## src/rtl/id_pkg.sv

```systemverilog
// Shared lexer definitions: scanner state encodings, character class codes
// and the ASCII bounds used by the character classifier.
package id_pkg;

   typedef enum logic [1:0] {
      ST_IDLE  = 2'd0,
      ST_ALPHA = 2'd1,
      ST_DIGIT = 2'd2,
      ST_SKIP  = 2'd3
   } state_t;

   typedef enum logic [1:0] {
      CLS_SEP    = 2'd0,
      CLS_LETTER = 2'd1,
      CLS_DIGIT  = 2'd2
   } cls_t;

   localparam logic [7:0] ASC_UPPER_A = 8'h41;
   localparam logic [7:0] ASC_UPPER_Z = 8'h5A;
   localparam logic [7:0] ASC_LOWER_A = 8'h61;
   localparam logic [7:0] ASC_LOWER_Z = 8'h7A;
   localparam logic [7:0] ASC_DIGIT_0 = 8'h30;
   localparam logic [7:0] ASC_DIGIT_9 = 8'h39;

   function automatic logic in_range(input logic [7:0] c, input logic [7:0] lo,
                                     input logic [7:0] hi);
      return (c >= lo) && (c <= hi);
   endfunction

endpackage

```

## src/rtl/id_token_scanner_if.sv

```systemverilog
// Character stream in, token statistics out, between a character source
// (master) and the identifier token scanner (slave).
interface id_token_scanner_if #(
   parameter int CHAR_W  = 8,
   parameter int MAX_LEN = 16,
   parameter int CNT_W   = 8
);
   localparam int LEN_W = $clog2(MAX_LEN + 1);

   logic              in_valid;
   logic [CHAR_W-1:0] ch;
   logic              match;
   logic [LEN_W-1:0]  tok_len;
   logic              done;
   logic [CNT_W-1:0]  match_cnt;
   logic              ovf;

   modport master (
      output in_valid, ch,
      input  match, tok_len, done, match_cnt, ovf
   );

   modport slave (
      input  in_valid, ch,
      output match, tok_len, done, match_cnt, ovf
   );

endinterface

```

## src/rtl/id_char_class.sv

```systemverilog
// Combinational character classifier: LETTER, DIGIT or SEP. Any set bit
// above bit 7 forces SEP. CHAR_W must be at least 8.
module id_char_class
   import id_pkg::*;
#(
   parameter int CHAR_W = 8
) (
   input  logic [CHAR_W-1:0] ch,
   output cls_t              cls
);

   logic       upper_set;
   logic [7:0] low;

   generate
      if (CHAR_W > 8) begin : g_wide
         assign upper_set = |ch[CHAR_W-1:8];
      end else begin : g_narrow
         assign upper_set = 1'b0;
      end
   endgenerate

   assign low = ch[7:0];

   always_comb begin
      cls = CLS_SEP;
      if (!upper_set) begin
         if (in_range(low, ASC_UPPER_A, ASC_UPPER_Z) ||
             in_range(low, ASC_LOWER_A, ASC_LOWER_Z))
            cls = CLS_LETTER;
         else if (in_range(low, ASC_DIGIT_0, ASC_DIGIT_9))
            cls = CLS_DIGIT;
      end
   end

endmodule

```

## src/rtl/id_token_scanner.sv

```systemverilog
// Identifier token scanner: letters followed by digits, runs may alternate.
// Optional macro ID_STRICT_START_EN: a token starting with a digit never matches.
module id_token_scanner
   import id_pkg::*;
#(
   parameter int CHAR_W  = 8,
   parameter int MAX_LEN = 16,
   parameter int CNT_W   = 8
) (
   input  logic              clk,
   input  logic              reset,
   id_token_scanner_if.slave bus
);

   localparam int LEN_W = $clog2(MAX_LEN + 1);
   localparam logic [LEN_W-1:0] LEN_MAX = LEN_W'(MAX_LEN);

   cls_t             cls_p0;
   state_t           state_p1;
   logic             match_p1;
   logic [LEN_W-1:0] len_p1;
   logic             done_p1;
   logic [CNT_W-1:0] cnt_p1;
   logic             ovf_p1;
   logic             word_p0;
   logic             at_max_p0;

   function automatic logic [CNT_W-1:0] sat_inc(input logic [CNT_W-1:0] v);
      return (&v) ? v : v + CNT_W'(1);
   endfunction

   id_char_class #(.CHAR_W(CHAR_W)) u_class (
      .ch  (bus.ch),
      .cls (cls_p0)
   );

   assign word_p0   = (cls_p0 == CLS_LETTER) || (cls_p0 == CLS_DIGIT);
   assign at_max_p0 = (len_p1 == LEN_MAX);

   // Stage p0 -> p1: classify the accepted character and update the token state
   always_ff @(posedge clk) begin
      if (reset) begin
         state_p1 <= ST_IDLE;
         match_p1 <= 1'b0;
         len_p1   <= '0;
         done_p1  <= 1'b0;
         cnt_p1   <= '0;
         ovf_p1   <= 1'b0;
      end else begin
         done_p1 <= 1'b0;
         if (bus.in_valid) begin
            unique case (state_p1)
               ST_IDLE: begin
                  if (cls_p0 == CLS_LETTER) begin
                     state_p1 <= ST_ALPHA;
                     len_p1   <= LEN_W'(1);
                  end
`ifdef ID_STRICT_START_EN
                  else if (cls_p0 == CLS_DIGIT) begin
                     state_p1 <= ST_SKIP;
                  end
`endif
               end
               ST_ALPHA, ST_DIGIT: begin
                  if (word_p0 && at_max_p0) begin
                     // Over-long token: park in SKIP until the next separator
                     state_p1 <= ST_SKIP;
                     match_p1 <= 1'b0;
                     ovf_p1   <= 1'b1;
                  end else if (cls_p0 == CLS_LETTER) begin
                     state_p1 <= ST_ALPHA;
                     match_p1 <= 1'b0;
                     len_p1   <= len_p1 + LEN_W'(1);
                  end else if (cls_p0 == CLS_DIGIT) begin
                     state_p1 <= ST_DIGIT;
                     match_p1 <= 1'b1;
                     len_p1   <= len_p1 + LEN_W'(1);
                  end else begin
                     state_p1 <= ST_IDLE;
                     match_p1 <= 1'b0;
                     len_p1   <= '0;
                     if (state_p1 == ST_DIGIT) begin
                        done_p1 <= 1'b1;
                        cnt_p1  <= sat_inc(cnt_p1);
                     end
                  end
               end
               ST_SKIP: begin
                  if (!word_p0) begin
                     state_p1 <= ST_IDLE;
                     len_p1   <= '0;
                  end
               end
            endcase
         end
      end
   end

   assign bus.match     = match_p1;
   assign bus.tok_len   = len_p1;
   assign bus.done      = done_p1;
   assign bus.match_cnt = cnt_p1;
   assign bus.ovf       = ovf_p1;

endmodule

```

## src/flat_wrapper.sv

```systemverilog
// flat-port wrapper written by rule: the top's interface ports become plain ports
module id_token_scanner_flat import id_pkg::*;
#(
   parameter int CHAR_W  = 8,
   parameter int MAX_LEN = 16,
   parameter int CNT_W   = 8
)
  (clk, reset, bus_in_valid, bus_ch, bus_match, bus_tok_len, bus_done, bus_match_cnt, bus_ovf);
  id_token_scanner_if #(.CHAR_W(CHAR_W), .MAX_LEN(MAX_LEN), .CNT_W(CNT_W)) bus_i ();
  input  logic clk;
  input  logic reset;
  input wire logic [$bits(bus_i.in_valid)-1:0] bus_in_valid;
  input wire logic [$bits(bus_i.ch)-1:0] bus_ch;
  output wire logic [$bits(bus_i.match)-1:0] bus_match;
  output wire logic [$bits(bus_i.tok_len)-1:0] bus_tok_len;
  output wire logic [$bits(bus_i.done)-1:0] bus_done;
  output wire logic [$bits(bus_i.match_cnt)-1:0] bus_match_cnt;
  output wire logic [$bits(bus_i.ovf)-1:0] bus_ovf;
  assign bus_i.in_valid = bus_in_valid;
  assign bus_i.ch = bus_ch;
  assign bus_match = bus_i.match;
  assign bus_tok_len = bus_i.tok_len;
  assign bus_done = bus_i.done;
  assign bus_match_cnt = bus_i.match_cnt;
  assign bus_ovf = bus_i.ovf;
  id_token_scanner #(.CHAR_W(CHAR_W), .MAX_LEN(MAX_LEN), .CNT_W(CNT_W)) u_core (.clk(clk), .reset(reset), .bus(bus_i));
endmodule
```

## config.mk

```make
export PLATFORM = sky130hd
export DESIGN_NAME = id_token_scanner_flat
export DESIGN_NICKNAME = d
export VERILOG_FILES = /design/src/rtl/id_pkg.sv /design/src/rtl/id_token_scanner_if.sv /design/src/rtl/id_char_class.sv /design/src/rtl/id_token_scanner.sv /design/src/flat_wrapper.sv
export SDC_FILE = /design/constraint.sdc
export NUM_CORES = 1
export LEC_CHECK = 0
export CORE_MARGIN = 3
export CORE_UTILIZATION = 44
export CTS_CLUSTER_DIAMETER = 200
export CTS_CLUSTER_SIZE = 24
export DETAILED_ROUTE_END_ITERATION = 8
export PLACE_DENSITY = 0.71
export SLEW_MARGIN = 20
export SYNTH_ARGS = -nofsm -noshare
export SYNTH_HDL_FRONTEND = slang
export SYNTH_SLANG_ARGS = --single-unit
```

## constraint.sdc

```tcl
create_clock -name clk -period 3.7 [get_ports clk]
set_input_delay 0.74 -clock clk [delete_from_list [all_inputs] [get_ports clk]]
set_output_delay 0.74 -clock clk [all_outputs]
set_load 0.05 [all_outputs]
```

==> results of run 1 <==
worst max-delay path, delay by kind of cell:
kind | cells | cell delay (ns)
buffers and inverters | 1 | 0.54
and+or+nand+nor | 2 | 0.22
muxes | 1 | 0.30
AOI/OAI and AO/OA | 2 | 0.98
worst paths after layout:
path	end	cells after the start
worst max-delay path	u_core.bus.match_cnt[7]	6
worst min-delay path	u_core.bus.ovf	2
worst max register to register	u_core.bus.match_cnt[7]	6
worst min register to register	u_core.bus.ovf	2
cell type report:
type / instances / area (um^2) / area share [%]
multi-input cells: 109 / 778 / 51.9
well taps: 30 / 37.5 / 2.50
repair buffers: 27 / 268 / 17.8
inverters: 9 / 33.8 / 2.25
clock buffers: 3 / 22.5 / 1.50
flip-flops and latches: 18 / 360 / 24.0
cell usage after synthesis, types with 2 or more instances:
library cell / n
dfxtp_1: 18
nand3_1: 10
nor2_1: 10
a21oi_1: 9
inv_1: 8
nand2_1: 8
o21ai_0: 7
ha_1: 6
nor2b_1: 4
o31ai_1: 4
mux2_2: 3
nor3_1: 3
o211ai_1: 3
a21o_1: 2
a32oi_1: 2
buf_2: 2
clkbuf_1: 2
nand2b_1: 2
nand4_1: 2
o22ai_1: 2
or4_1: 2
registers in the layout (all words and copies together) (netlist names):
register and cells:
u_core.state_p1 2, u_core.bus.ovf 1, u_core.bus.match_cnt 8, u_core.bus.done 1
u_core.bus.tok_len 5, u_core.bus.match 1
power groups by stage:
stage	sequential, mW	combinational [mW]	clock (mW)
6_report	0.197	0.0584	0.0942
5_1_grt	0.198	0.0633	0.109
4_1_cts	0.197	0.0580	0.101
3_5_place_dp	0.202	0.0577	0
3_3_place_gp	0.202	0.0567	0
2_1_floorplan	0.205	0.0316	0
routing by layer:
| layer | up-vias | wire length (um) | part of all wire (%) |
|---|---|---|---|
| met5 | - | 0 | 0 |
| met4 | 0 | 13 | 0.48 |
| met3 | 2 | 112 | 4.1 |
| met2 | 21 | 1250 | 46 |
| met1 | 538 | 1350 | 49 |
| li1 | 586 | - | - |
cell usage in the layout, fill, tap and decap left out, types with 2 or more instances in the layout:
master | Yosys | layout
nand2b_1 | 2 | 2
o22ai_1 | 2 | 2
a32oi_1 | 2 | 2
o31ai_1 | 4 | 4
nor2_1 | 10 | 10
a21o_1 | 2 | 2
nor3_1 | 3 | 3
nand2_1 | 8 | 8
nand3_1 | 10 | 10
dfxtp_1 | 18 | 18
ha_1 | 6 | 6
a21oi_1 | 9 | 9
inv_1 | 8 | 8
mux2_2 | 3 | 3
nor2b_1 | 4 | 4
o21ai_0 | 7 | 7
clkdlybuf4s50_1 | 0 | 26
or4_1 | 2 | 2
nand4_1 | 2 | 2
clkbuf_4 | 0 | 3
o211ai_1 | 3 | 3
cells by family after synthesis:
| logic type | after synthesis | share of synthesized area [%] |
|---|---|---|
| flops | 18 | 30.0 |
| fa+ha+maj | 6 | 6.25 |
| simple gates | 56 | 27.8 |
| compound gates | 43 | 27.1 |
| buf+inv | 14 | 5.21 |
| mux | 4 | 3.65 |
==> results.md, run 1 <==
- RSZ-0062 raised after global routing: false
- # IOs: 27
- CTS resizes: 0
- HP Start: u_core.bus.ovf
- Number of global-route vias before repair: 1034
- Initial antenna violation count: 0
- Vias per cell: 5.85
- Inserted Clock Buffers: 3
- Initial Util: approximately 47%
- Wire length per cell: about 14 um
- Fin nets: 185
- Yosys reg bits: 18
- HPWL after DPL: 2120 um
- Met2 Use GR: 27.1%
- Slew HR: 51.8%
- CP Data Required Time: 3.88 ns
- Top-area cell type share of the netlist area: between 30% and 40%
- CP Launch Point: bus_ch[4]
- Main area contributors after synthesis: dfxtp_1, ha_1, nand3_1
- Area leader, netlist: dfxtp_1
- Final setup TNS: 0 ns
- Met1 usage: between 20% and 30%
- Max cap viols: 0
- Sink Count: 18
- Setup Buffers After CTS: 0
- Fmax: ~390 MHz
- Worst-Skew Late Latency: 0.29 ns
- Post-route insts no fill: between 150 and 200
- Crit share post-route: 70.0%
- Dpl cell area: between 0.001 and 0.0015 mm^2
- Cell area power density: 233 mW/mm^2
- Total number of vias: 1147
- # fillers: 238
- Syn nets: 158
- First-pass GRT wire length: 4660 um
- Final hold viol count: 0
- Seq pwr share: 56.4%
- # hold bufs at CTS: 0
- Crit-path max FO: 11
- Slowest CP cell: o211ai_1
- NetSw: 0.0923 mW
- Status: finished clean
- Ratio of cells with drive above 1 in the final layout: 11.4%
- DRT antenna net count: 0
- # rows: 18
- Synth-to-layout area growth: 24.9%
- Die width: 58.3 um
- Port bufs: 26
- CP arrival: 2.77 ns
- Sequential share of the synthesized area: between 30% and 40%
- Internal power: between 0.2 and 0.3 mW
- Total routed wirelength: 2730 um
- Post-layout util: between 50 and 60%
- Number of synthesis warnings: 0
- Root Driver: clkbuf_4
- Combinational power share: 16.7%
- Tightest Hold Check Type: flop to flop
- Drc violations: 0
- Peak per-stage delay on the critical path: 0.60 ns
- Async set or reset register ratio after synthesis: 0%
- Reg2reg setup slack: 1.40 ns
- Syn Std Cell Area: 0.00120 mm^2
- Total GRT Usage: 17.3%
- H-tree levels: 1
- Fin worst setup slack: 1.11 ns
- Startpoint types: input port
- Post-Place Setup Slack: approximately 0.85 ns
- Reg-to-Reg Start: u_core.state_p1[0]
- Cells along the critical path: clkdlybuf4s50_1 -> nor3_2 -> a211o_4 -> o211ai_1 -> nor4b_1 -> mux2_2
- Synth unique cells: 53
- Overall power: 0.350 mW
- Clock transition at path regs: 0.09 ns
- Fin area: 0.00150 mm^2
- Tmin final: 2.59 ns
- Gr busiest metal: met2
- WS Path Type: input port to flop
- Leakage: 0.517 nW
- TritonCTS clock tree: built
- GRT overflow: 0
- Die ar.: 0.00339 mm^2
- Largest net degree at the start of global routing: 20
- Die Y: around 58 um
- EDFF count, synth: 0
- Placed instance count: 193
- VDD IR-drop max: 0.187 mV
- Drt pass-1 iters: 4
- Clock share of power: ~27%
- Gpl congestion: slightly above 0.8
- Synthesized instance count: 141
- Post-synth top flop: dfxtp_1
- Iter 0 DRT Violations: 57
- Clk_skew: 0.00655 ns
- Setup-failing EPs final: 0
- Clock buffer depth: 2
- Slew @ Worst Pin: about 0.72 ns
- Core Footprint: 0.00254 mm^2
- ANT cells: 0
- Avg Inst Size Synth: 8.52 um^2
- Sw Ratio: a little over a quarter
- Crit path capture type: flop
- Max Slew Vio Count: 0
- M3 GR Usage: 5.35%
- Hold Slack: 0.496 ns
Note: power is estimated with default switching activity, not from simulation.
==> inputs of run 2 (changes only) <==
==> constraint.sdc (replaced) <==
create_clock -name clk -period 2.4 [get_ports clk]
set_input_delay 0.48 -clock clk [delete_from_list [all_inputs] [get_ports clk]]
set_output_delay 0.48 -clock clk [all_outputs]
set_load 0.05 [all_outputs]
==> results.md, run 2 (synthesis results as in run 1) <==
- CP arrival: 2.42 ns (-0.35 ns)
- Total routed wirelength: 3010 um (+10%)
- Peak per-stage delay on the critical path: 0.47 ns (-0.13 ns)
- Max cap viols: 0 (unchanged)
- Status: finished clean
- Setup-failing EPs final: 0 (unchanged)
- HPWL after DPL: 2320 um (+9.8%)
- WS Path Type: input port to flop
- Sink Count: 18 (unchanged)
- HP Start: u_core.bus.ovf
- Crit share post-route: 93.0%
- Crit path capture type: flop
- Crit-path max FO: 9 (-2)
- Synth-to-layout area growth: 32.4%
- Cell area power density: 353 mW/mm^2 (+51%)
- Die Y: 58.3 um (unchanged)
- CP delay by family, top: simple AND/OR/NAND/NOR gates
- Overall power: 0.561 mW (+60%)
- Die width: 58.3 um (unchanged)
- Core Footprint: 0.00254 mm^2 (unchanged)
- Root Driver: clkbuf_4
- # fillers: 226 (-5.0%)
- H-tree levels: 1 (unchanged)
- Slowest CP cell: clkdlybuf4s50_1
- Cells along the critical path: clkdlybuf4s50_1 -> nor3_2 -> a211o_4 -> o211ai_1 -> nor4b_1 -> mux2_2
- Total GRT Usage: 19.2% (+1.9 points)
- GRT overflow: 0 (unchanged)
- # IOs: 27 (unchanged)
- Reg2reg setup slack: 0.30 ns (-1.10 ns)
- Hold Crit Depth: 2 (unchanged)
- FF-to-FF End: u_core.bus.match_cnt[7]
- Max Slew Vio Count: 0 (unchanged)
- Inserted Clock Buffers: 3 (unchanged)
- CP bufs+invs: 1 (unchanged)
- Slew HR: 57.6% (+5.8 points)
- Reg-to-Reg Start: u_core.state_p1[1]
- Clock transition at path regs: 0.09 ns (about the same)
- Fmax: 448 MHz
- Setup Buffers After CTS: 0 (unchanged)
- Initial antenna violation count: 0 (unchanged)
- Leakage: 0.573 nW (+11%)
- Slew @ Worst Pin: 0.633 ns (-0.0864 ns)
- Startpoint types: input port
- RSZ-0062 raised after global routing: false
- Worst-Skew Late Latency: 0.30 ns (about the same)
- Tightest Hold Check Type: flop to flop
- Total number of vias: 1243 (+8.4%)
- Largest register FFs: 8 (unchanged)
- DRT antenna net count: 0 (unchanged)
- Post-Place Setup Slack: -0.113 ns (-0.960 ns)
- Vias per cell: 5.98 (+2.1%)
- # hold bufs at CTS: 0 (unchanged)
- Gpl congestion: 0.871 (+6.2%)
- TritonCTS clock tree: built
- Reg2Reg Depth: 6 (unchanged)
- Iter 0 DRT Violations: 70 (+23%)
- Number of global-route vias before repair: 1194 (+15%)
- Commonest non-fill, non-tap cell in the layout: clkdlybuf4s50_1
- # rows: 18 (unchanged)
- Fin nets: 197 (+6.5%)
- Critical path depth in cells: 6 (unchanged)
- Clk_skew: 0.00990 ns (+0.00336 ns)
- Highest-count cells in the layout ignoring fill and taps: clkdlybuf4s50_1, dfxtp_1, buf_4
- Largest net degree at the start of global routing: 19 (-5.0%)
- Die ar.: 0.00339 mm^2 (unchanged)
- First-pass GRT wire length: 5190 um (+11%)
- CP Data Required Time: 2.59 ns (-1.29 ns)
- Drc violations: 0 (unchanged)
- Worst hold endpoint: u_core.bus.ovf
- Clock buffer depth: 2 (unchanged)
- Drt pass-1 iters: 4 (unchanged)
- ANT cells: 0 (unchanged)
- Tmin final: 2.23 ns
- Wire length per cell: 14.5 um (+3.9%)
- VDD IR-drop max: 0.414 mV (+120%)
- Final hold viol count: 0 (unchanged)
- Port bufs: 26 (unchanged)
- CTS resizes: 0 (unchanged)
- Ratio of cells with drive above 1 in the final layout: 17.4% (+6.0 points)
- Fin worst setup slack: 0.168 ns (-0.942 ns)
- Initial Util: 47.2% (unchanged)
-- run 2: cell count changes in the layout (fill, tap and decap cells not counted), sizes merged --
cell | previous run | this run
buf | 1 | 13
-- run 2: report_power, final --
part	internal (mW)	switching [mW]
Sequential	0.302	0.00276
Clock	0.0586	0.0940
Combinational	0.0478	0.0564
Total	0.408	0.153
-- run 2: metal layers --
layer	global-route usage [%]	share of wire [%]
met1	25.0	45
met2	31.3	48
met3	4.90	5.5
met4	5.30	0.90
met5	0	0
-- run 2: worst max path at each step --
stage / slack (ns) / startpoint / endpoint
2_1_floorplan: 0.22 / u_core.bus.tok_len[0] / u_core.bus.tok_len[3]
3_3_place_gp: -0.05 / bus_ch[4] / u_core.bus.match_cnt[7]
3_5_place_dp: -0.11 / bus_ch[4] / u_core.bus.match_cnt[7]
4_1_cts: 0.20 / bus_ch[4] / u_core.bus.match_cnt[7]
5_1_grt: 0.09 / bus_ch[3] / u_core.bus.match_cnt[4]
6_report: 0.17 / bus_ch[4] / u_core.bus.match_cnt[7]
-- run 2: worst min-delay path, stage by stage (launching register included) --
cell	delay [ns]
dfxtp_1	0.34
a41oi_1	0.05
nor2_1	0.07
-- run 2: area by class of cell --
cell class / instances / area [um^2] / share of cell area [%]
flip-flops and latches: 18 / 360 / 22.7
clock buffers: 3 / 22.5 / 1.42
repair buffers: 39 / 358 / 22.5
multi-input cells: 109 / 778 / 48.9
inverters: 9 / 33.8 / 2.12
well taps: 30 / 37.5 / 2.36
-- run 2: through the flow --
stage,util (%),hold WS (ns),area (um^2),TNS (ns),std cells
floorplan,-,0.481,1200,0,141
global placement,61.6,0.467,1570,-0.0931,205
detailed placement,61.6,0.481,1570,-0.326,205
CTS,62.5,0.509,1590,0,208
global route,62.5,0.543,1590,0,208
finish,62.5,0.497,1590,0,208
